`src/rtl/motion_detect_ctrl.sv`:
```
// Frame sequencer: feeds bg/frame grayscale FIFOs with bounded skew, drains hl_out to a registered output.
// Latency: input FIFO writes are combinational; an hl_out pop appears on out_data the next cycle.
// Backpressure: readies drop on full FIFOs or skew >= MAX_SKEW; out register holds while !out_ready. Option: MOTION_DETECT_CTRL_PERF_EN.
module motion_detect_ctrl #(
   parameter int WIDTH      = 768,
   parameter int HEIGHT     = 576,
   parameter int DATA_WIDTH = 24,
   parameter int MAX_SKEW   = 16
) (
   input  logic                  clock,
   input  logic                  reset,
   input  logic                  start,
   input  logic                  bg_valid,
   input  logic [DATA_WIDTH-1:0] bg_data,
   output logic                  bg_ready,
   input  logic                  fr_valid,
   input  logic [DATA_WIDTH-1:0] fr_data,
   output logic                  fr_ready,
   output logic                  bg_gs_we,
   output logic [DATA_WIDTH-1:0] bg_gs_din,
   input  logic                  bg_gs_full,
   output logic                  frame_gs_we,
   output logic [DATA_WIDTH-1:0] frame_gs_din,
   input  logic                  frame_gs_full,
   output logic                  frame_hl_we,
   output logic [DATA_WIDTH-1:0] frame_hl_din,
   input  logic                  frame_hl_full,
   input  logic                  hl_out_empty,
   input  logic [DATA_WIDTH-1:0] hl_out_dout,
   output logic                  hl_out_re,
   output logic                  out_valid,
   output logic [DATA_WIDTH-1:0] out_data,
   output logic                  out_last,
   input  logic                  out_ready,
   output logic                  busy,
   output logic                  done,
   output logic                  start_err
`ifdef MOTION_DETECT_CTRL_PERF_EN
   ,
   output logic [31:0]           cycle_count
`endif
);

   localparam int N  = WIDTH * HEIGHT;
   localparam int CW = $clog2(N + 1);
   localparam logic [CW-1:0]        N_C      = CW'(N);
   localparam logic [CW-1:0]        N_M1     = CW'(N - 1);
   localparam logic signed [CW:0]   SKEW_LIM = (CW+1)'(MAX_SKEW);

   typedef enum logic [1:0] {IDLE = 2'd0, RUN = 2'd1, DONE = 2'd2} state_t;

   state_t               state;
   state_t               state_nxt;
   logic [CW-1:0]        bg_cnt;
   logic [CW-1:0]        fr_cnt;
   logic [CW-1:0]        rd_cnt;
   logic [CW-1:0]        out_cnt;
   logic signed [CW:0]   skew;
   logic signed [CW:0]   skew_neg;
   logic                 run;
   logic                 frame_start;
   logic                 bg_fire;
   logic                 fr_fire;
   logic                 out_fire;

   assign run         = (state == RUN);
   assign frame_start = (state == IDLE) && start;
   assign out_fire    = out_valid && out_ready;
   assign bg_fire     = bg_valid && bg_ready;
   assign fr_fire     = fr_valid && fr_ready;

   always_ff @(posedge clock or negedge reset) begin
      if (!reset) begin
         state <= IDLE;
      end else begin
         state <= state_nxt;
      end
   end

   always_comb begin
      state_nxt = state;
      case (state)
         IDLE:    if (start) state_nxt = RUN;
         RUN:     if (out_fire && out_last && (out_cnt == N_M1)) state_nxt = DONE;
         DONE:    state_nxt = IDLE;
         default: state_nxt = IDLE;
      endcase
   end

   always_comb begin
      busy = 1'b0;
      done = 1'b0;
      case (state)
         RUN:     busy = 1'b1;
         DONE:    done = 1'b1;
         default: ;
      endcase
   end

   // Skew is signed and one bit wider so either stream may lead.
   assign skew     = $signed({1'b0, bg_cnt}) - $signed({1'b0, fr_cnt});
   assign skew_neg = -skew;

   always_comb begin
      bg_ready     = run && (bg_cnt < N_C) && !bg_gs_full && (skew < SKEW_LIM);
      fr_ready     = run && (fr_cnt < N_C) && !frame_gs_full && !frame_hl_full
                     && (skew_neg < SKEW_LIM);
      bg_gs_we     = bg_fire;
      frame_gs_we  = fr_fire;
      frame_hl_we  = fr_fire;
      bg_gs_din    = run ? bg_data : '0;
      frame_gs_din = run ? fr_data : '0;
      frame_hl_din = run ? fr_data : '0;
      hl_out_re    = run && !hl_out_empty && (rd_cnt < N_C) && (!out_valid || out_ready);
   end

   always_ff @(posedge clock or negedge reset) begin
      if (!reset) begin
         bg_cnt  <= '0;
         fr_cnt  <= '0;
         rd_cnt  <= '0;
         out_cnt <= '0;
      end else if (frame_start) begin
         bg_cnt  <= '0;
         fr_cnt  <= '0;
         rd_cnt  <= '0;
         out_cnt <= '0;
      end else begin
         if (bg_fire)         bg_cnt  <= bg_cnt + CW'(1);
         if (fr_fire)         fr_cnt  <= fr_cnt + CW'(1);
         if (hl_out_re)       rd_cnt  <= rd_cnt + CW'(1);
         if (out_fire && run) out_cnt <= out_cnt + CW'(1);
      end
   end

   // A reload in the same cycle as a handshake keeps out_valid high.
   always_ff @(posedge clock or negedge reset) begin
      if (!reset) begin
         out_valid <= 1'b0;
         out_data  <= '0;
         out_last  <= 1'b0;
      end else if (hl_out_re) begin
         out_valid <= 1'b1;
         out_data  <= hl_out_dout;
         out_last  <= (rd_cnt == N_M1);
      end else if (out_fire) begin
         out_valid <= 1'b0;
         out_last  <= 1'b0;
      end
   end

   always_ff @(posedge clock or negedge reset) begin
      if (!reset) begin
         start_err <= 1'b0;
      end else if (frame_start) begin
         start_err <= 1'b0;
      end else if (start && (state != IDLE)) begin
         start_err <= 1'b1;
      end
   end

`ifdef MOTION_DETECT_CTRL_PERF_EN
   always_ff @(posedge clock or negedge reset) begin
      if (!reset) begin
         cycle_count <= '0;
      end else if (frame_start) begin
         cycle_count <= '0;
      end else if (run && (cycle_count != 32'hFFFF_FFFF)) begin
         cycle_count <= cycle_count + 32'd1;
      end
   end
`endif

endmodule

```
`config.mk`:
```
export PLATFORM = sky130hd
export DESIGN_NAME = motion_detect_ctrl
export DESIGN_NICKNAME = d
export VERILOG_FILES = /design/src/rtl/motion_detect_ctrl.sv
export SDC_FILE = /design/constraint.sdc
export NUM_CORES = 1
export LEC_CHECK = 0
export CAP_MARGIN = 20
export CELL_PAD_IN_SITES_DETAIL_PLACEMENT = 2
export CELL_PAD_IN_SITES_GLOBAL_PLACEMENT = 2
export CORE_MARGIN = 1
export CORE_UTILIZATION = 27
export CTS_BUF_LIST = sky130_fd_sc_hd__clkbuf_8
export DETAILED_ROUTE_END_ITERATION = 8
export GPL_ROUTABILITY_DRIVEN = 0
export PLACE_DENSITY_LB_ADDON = 0.25
export SETUP_SLACK_MARGIN = 0.15
export SLEW_MARGIN = 20
export SYNTH_ARGS = -nofsm -noshare
export SYNTH_HDL_FRONTEND = slang
export SYNTH_SLANG_ARGS = --single-unit
```
`constraint.sdc`:
```
create_clock -name clock -period 3.8 [get_ports clock]
set_clock_uncertainty 0.1 [all_clocks]
set_input_delay 0.38 -clock clock [delete_from_list [all_inputs] [get_ports clock]]
set_output_delay 0.38 -clock clock [all_outputs]
set_load 0.02 [all_outputs]
```
==> results of run 1 <==
[synthesized netlist by cell type, types with 19 or more instances]
master / instances / area share [%]
and2_1: 56 / 4.9
o21ai_0: 24 / 1.7
a21oi_1: 35 / 2.5
and3_1: 20 / 1.8
buf_4: 26 / 2.8
dfrtp_1: 105 / 37
xor2_1: 27 / 3.3
clkbuf_1: 20 / 1.1
nor2_1: 83 / 4.4
mux2_2: 25 / 4.0
nand4_1: 24 / 2.1
nand3_1: 19 / 1.3
ha_1: 23 / 4.1
inv_1: 35 / 1.9
nand2_1: 65 / 3.4
[worst paths after layout]
path                                      to  slack, ps
max in group asynchronous          bg_cnt[8]       2650
min in group asynchronous       out_data[19]        470
worst min register to register   out_data[8]        420
worst max register to register    fr_cnt[10]       -350
worst max-delay path             frame_gs_we       -410
worst min-delay path             out_data[8]        420
[timing repair]
item                                   4_1_cts  5_1_grt
setup buffers                               10        6
endpoints found under the hold margin       80        0
gates cloned                                 0        0
pin swaps                                   21       18
resized for setup                           78       26
setup endpoints to repair                   37       42
hold buffers                                 1        0
[sequential cells by signal (all words and copies together) (netlist names)]
register,flops
state,2
out_valid,1
out_data,24
start_err,1
bg_cnt,19
fr_cnt,19
out_cnt,19
out_last,1
rd_cnt,19
[kinds of logic after synthesis]
kind of cell / after synthesis
xor gates and xnor gates: 42
AOI/OAI and AO/OA: 148
and+or+nand+nor: 345
adders and majority gates: 24
muxes: 35
buffers and inverters: 98
DFF: 105
[per-stage QoR]
stage	hold WS (ps)	area (sq um)	utilization [%]	total power, W	instances
final	417	10700	42.2	0.00330	1414
after global placement	377	10000	39.4	0.00250	1381
after detailed placement	397	10000	39.4	0.00253	1381
after CTS	424	10600	41.5	0.00334	1408
after floorplan	-15.6	7110	-	0.00196	797
after global routing	437	10700	42.2	0.00349	1414
[power by group]
| part | internal, W | switching [W] |
|---|---|---|
| combinational | 0.000611 | 0.000585 |
| clock | 0.000324 | 0.000426 |
| sequential | 0.00124 | 0.000111 |
| total | 0.00218 | 0.00112 |
[cell type report]
type | count | area, sq um
multi-input cells | 594 | 4270
inverters | 35 | 131
fillers | 2804 | 14700
well taps | 330 | 413
clock inverters | 6 | 66.3
flip-flops and latches | 105 | 2630
repair buffers | 334 | 3100
clock buffers | 10 | 138
[routing by layer]
layer / vias up / global-route usage [%]
met3: 23 / 2.10
met4: 0 / 5.81
li1: 3337 / -
met1: 3488 / 24.1
met5: - / 0
met2: 119 / 34.1
==> flow_metrics.py, run 1 <==
metrics = {
    "placement": {
        "dp_slack_ps": -553,
        "dp_hpwl_mm": 19.1,
        "numPortBuffers": 188,
    },
    "clock_tree": {
        "cts.clk_slew.worst_paths_ps": 100,
        "cts.sinks": 105,
        "clk_latency_ps": 400,
        "cts_root_buf": "clkbuf_8",
        "cts_tree": "done",
        "cts_buffers": 9,
        "h-tree-depth": 3,
        "max-clock-path-buffers": 2,
    },
    "sta": {
        "relSlewSlack_pct": 29.3,
        "timing.setup.tns_ps": -7000,
        "finalHoldViolations": 0,
        "finalCriticalPeriod_ps": 4210,
        "worst_pin_slew_ps": 1060,
        "finalWorstSetupSlack_ps": -408,
        "timing.fmax_ghz": 0.238,
        "rsz0062_at_grt": "yes",
        "period_share_pct": 111,
        "slew_viol_final": 0,
        "setup_viol": 36,
    },
    "global_route": {
        "grt_usage_pct": 19.1,
        "grt_max_degree": 106,
        "antenna_found_initial": 0,
        "grt_overflow": 0,
        "first_global_vias": 7605,
        "grt_pass1_wl_mm": 40.4,
    },
    "detailed_routing": {
        "highest_layer": "met4",
        "wl_met2_mm": 13.1,
        "drc": 0,
        "wl_per_cell_microns": 18.0,
        "wl_met3_microns": 646,
        "drtIter0Drc": 203,
        "via_per_inst": 4.93,
        "vias": 6967,
        "first_pass_iters": 4,
        "ant_nets": 0,
        "wl_met1_mm": 11.3,
        "drt_wl_total_mm": 25.5,
    },
    "synth": {
        "synth_top_family_by_area": "simple AND/OR/NAND/NOR gates",
        "synth.cell_area_sq_mm": 0.00708,
        "ys.flop_type": "dfrtp_1",
        "synth-edff-count": 0,
        "yosysWarnings": 0,
        "muxShareOfSynthArea_pct": 5.43,
        "ys_seq_area_share_pct": 37.1,
        "synth-seq-cells": 105,
        "syn_inst": 797,
        "synth_compound_area_share_pct": 14.9,
        "synth-simple-area-share_pct": 25.8,
        "synth_adder_area_share_pct": 4.35,
        "synthArstFlopShare_pct": 100,
        "yosysUniqueCellTypes": 76,
        "synth-xor-area-share_pct": 5.20,
        "avgSynthCellArea_sq_um": 8.88,
        "syn_nets": 903,
    },
    "cells_and_area": {
        "syn2layout_area_growth_pct": 51.8,
        "final_nets": 1185,
        "layout_commonest_cell": "clkdlybuf4s50_1",
        "final_cell_mix": "clkdlybuf4s50_1 (182), buf_4 (126), dfrtp_1 (105), nor2_1 (82), nand2_1 (65)",
        "drive_above_1_share_pct": 23.9,
        "num_antenna_cells": 0,
    },
    "min_path": {
        "hold-path-cell-count": 1,
        "hp-start": "out_data[8]",
        "hold_class": "reg -> reg",
    },
    "worst_setup_path": {
        "crit_cells": 13,
        "crit_path_frequent_cell": "buf_4",
        "cp_data_required_time_ps": 3320,
        "cp-start-kind": "register",
        "r2r_start": "bg_cnt[7]",
        "rr_worst_depth": 16,
        "critPathBufInv": 4,
        "crit_arrival_ps": 3730,
        "cp_max_fo": 6,
        "cpPeakStageDelay_ps": 450,
        "critPathTopFamily": "simple AND/OR/NAND/NOR gates",
        "slowest_stage": "or4_4",
        "endpoint_kind": "primary output",
        "crit_path_cell_trace": "ha_1 -> a21o_1 -> nor2_1 -> a311oi_2 -> buf_4 -> buf_4 -> o21ai_0 -> nor3b_2 -> or3b_4 -> or4_4 -> a21oi_4 -> buf_12 -> buf_8",
        "startpoint": "bg_cnt[7]",
        "critical_path_class": "reg -> out",
    },
    "die": {
        "die_w_microns": 164,
        "start_util_pct": 27.8,
        "die_area_sq_mm": 0.0269,
        "design.core.area_sq_mm": 0.0255,
        "num_io_pins": 189,
        "rows": 58,
        "die_h_microns": 164,
    },
    "status": {
        "violations": "setup timing",
        "outcome": "complete, but fails checks",
    },
    "power": {
        "cellPowerDensity_mw_per_mm2": 307,
        "vdd_drop_max_mv": 0.185,
        "power.leakage_nw": 4.75,
    },
    "run": {
        "max_cap_violations": 0,
    },
}
(Power assumes the default switching activity.)
==> inputs of run 2 (changes only) <==
--- a/config.mk
+++ b/config.mk
@@ -9,7 +9,7 @@
 export CELL_PAD_IN_SITES_DETAIL_PLACEMENT = 2
 export CELL_PAD_IN_SITES_GLOBAL_PLACEMENT = 2
 export CORE_MARGIN = 1
-export CORE_UTILIZATION = 27
+export CORE_UTILIZATION = 30
 export CTS_BUF_LIST = sky130_fd_sc_hd__clkbuf_8
 export DETAILED_ROUTE_END_ITERATION = 8
 export GPL_ROUTABILITY_DRIVEN = 0
==> constraint.sdc (replaced) <==
create_clock -name clock -period 4.3 [get_ports clock]
set_clock_uncertainty 0.1 [all_clocks]
set_input_delay 0.43 -clock clock [delete_from_list [all_inputs] [get_ports clock]]
set_output_delay 0.43 -clock clock [all_outputs]
set_load 0.02 [all_outputs]
==> run 2 against run 1 <==
The flow now finishes without violations. Clock power down 11%. Critical endpoint unchanged. Sequential cell count unchanged. Largest power group unchanged. Cell area down 8.8%. Combinational power down 17%.
==> flow_metrics.py, run 2 (synthesized netlist as in run 1, its figures left out) <==
metrics = {
    "sta": {
        "period_share_pct": 95.7,
        "slew_viol_final": 0,
        "timing.fmax_ghz": 0.243,
        "finalCriticalPeriod_ps": 4120,
        "hold-worst-slack_ps": 3.46,
        "worst_pin_slew_ps": 853,
        "rsz0062_at_grt": "yes",
        "relSlewSlack_pct": 43.2,
        "setup_viol": 0,
        "finalHoldViolations": 0,
    },
    "clock_tree": {
        "clk_latency_ps": 390,
        "cts_root_buf": "clkbuf_8",
        "holdBufCountCts": 0,
        "cts.sinks": 105,
        "h-tree-depth": 3,
        "cts_buffers": 9,
        "max-clock-path-buffers": 2,
        "cts.clk_slew.worst_paths_ps": 120,
        "cts_tree": "done",
    },
    "cells_and_area": {
        "syn2layout_area_growth_pct": 38.4,
        "layout_commonest_cell": "clkdlybuf4s50_1",
        "num_antenna_cells": 0,
        "fin_cells": 1309,
        "regMostFlops": "out_data",
        "final_nets": 1097,
        "fillers": 2533,
        "largest_register_ffs": 24,
        "drive_above_1_share_pct": 16.0,
        "final_cell_mix": "clkdlybuf4s50_1 (182), dfrtp_1 (105), nor2_1 (82), nand2_1 (65), buf_4 (61)",
        "postLayoutCoreUtil_pct": 42.7,
    },
    "power": {
        "clockPowerShare_pct": 23.2,
        "power.leakage_nw": 4.26,
        "intPower_w": 0.00187,
        "switching_power_w": 0.000997,
        "cellPowerDensity_mw_per_mm2": 293,
        "vdd_drop_max_mv": 0.189,
        "switching_share_pct": 34.8,
        "p_total_w": 0.00287,
        "seqPwrFrac_pct": 41.8,
        "power.share.combinational_pct": 35.0,
    },
    "worst_setup_path": {
        "endpoint_kind": "primary output",
        "cp-start-kind": "register",
        "crit_end": "frame_gs_we",
        "r2r_setup_slack_ps": 420,
        "cp_data_required_time_ps": 3770,
        "r2r_start": "bg_cnt[6]",
        "cp_max_fo": 9,
        "rr_worst_depth": 14,
        "startpoint": "bg_cnt[6]",
        "crit_arrival_ps": 3590,
        "r2r-end": "fr_cnt[10]",
        "critical_path_class": "reg -> out",
    },
    "detailed_routing": {
        "wl_per_cell_microns": 18.1,
        "drt_wl_total_mm": 23.7,
        "drc": 0,
        "via_per_inst": 5.09,
        "vias": 6666,
        "ant_nets": 0,
        "drtIter0Drc": 211,
        "first_pass_iters": 4,
    },
    "global_route": {
        "grt_max_degree": 64,
        "grt_pass1_wl_mm": 38.0,
        "grt_usage_pct": 19.9,
        "antenna_found_initial": 0,
        "grt_overflow": 0,
        "first_global_vias": 7081,
    },
    "min_path": {
        "hold_class": "in -> async",
    },
    "die": {
        "design.core.area_sq_mm": 0.0229,
        "num_io_pins": 189,
        "rows": 55,
        "die_area_sq_mm": 0.0242,
        "die_w_microns": 156,
        "start_util_pct": 30.9,
        "die_h_microns": 156,
    },
    "run": {
        "max_cap_violations": 0,
    },
    "placement": {
        "post-place-cells": 1288,
        "dp_hpwl_mm": 18.7,
        "numPortBuffers": 188,
    },
    "status": {
        "outcome": "complete, no violations",
    },
}
-- run 2: how the worst min path moves through the flow --
stage / cells after the start / slack, ps / to / start
5_1_grt: 1 / 80 / out_data[18] / reset
3_3_place_gp: 2 / 380 / fr_cnt[18] / fr_cnt[18]
6_report: 1 / 3 / out_data[18] / reset
3_5_place_dp: 1 / 400 / out_data[17] / out_data[17]
4_1_cts: 1 / 30 / out_data[18] / reset
2_1_floorplan: 0 / 30 / bg_cnt[0] / reset
-- run 2: through the flow --
step | TNS, ps | setup WS, ps | area (sq um)
after floorplan | 0 | 287 | 7080
after global placement | -91.3 | -46.7 | 9390
after detailed placement | -263 | -136 | 9390
after CTS | 0 | 139 | 9720
after global routing | 0 | 19.0 | 9800
final | 0 | 183 | 9800
-- run 2: layer usage --
metal	GRT usage [%]	share of wire, %	vias up
met3	3.58	4.5	18
li1	-	-	3167
met1	25.8	45	3341
met5	0	0	-
met2	34.2	49	140
met4	4.72	1.2	0
-- run 2: final cells by class --
class                           instances  area, sq um  area share (%)
Clock buffer                            9          124            1.26
Clock inverter                          7         87.6           0.894
Inverter                               35          131            1.34
Multi-Input combinational cell        594         4120            42.1
Sequential cell                       105         2630            26.8
Tap cell                              313          392            4.00
Timing Repair Buffer                  246         2310            23.6
-- run 2: worst max-delay path, stage by stage (launching register included) --
cell	delay [ps]
dfrtp_1	450
ha_1	390
buf_4	200
and4_1	230
buf_4	150
o21bai_1	150
o21bai_1	100
xor2_1	180
or3b_4	410
or4_4	460
a21oi_4	170
buf_12	150
buf_4	140
-- run 2: power by group through the flow --
stage,logic [W],registers [W],clock network (W)
floorplan,0.000476,0.00124,0
global placement,0.000925,0.00121,0
detailed placement,0.000948,0.00122,0
CTS,0.000989,0.00120,0.000693
global route,0.00109,0.00121,0.000729
finish,0.00100,0.00120,0.000665
-- run 2: what timing repair did --
item | CTS | global route
endpoints found under the setup margin | 5 | 5
gates resized for setup | 37 | 19
pin swaps | 8 | 0
setup buffers | 4 | 1
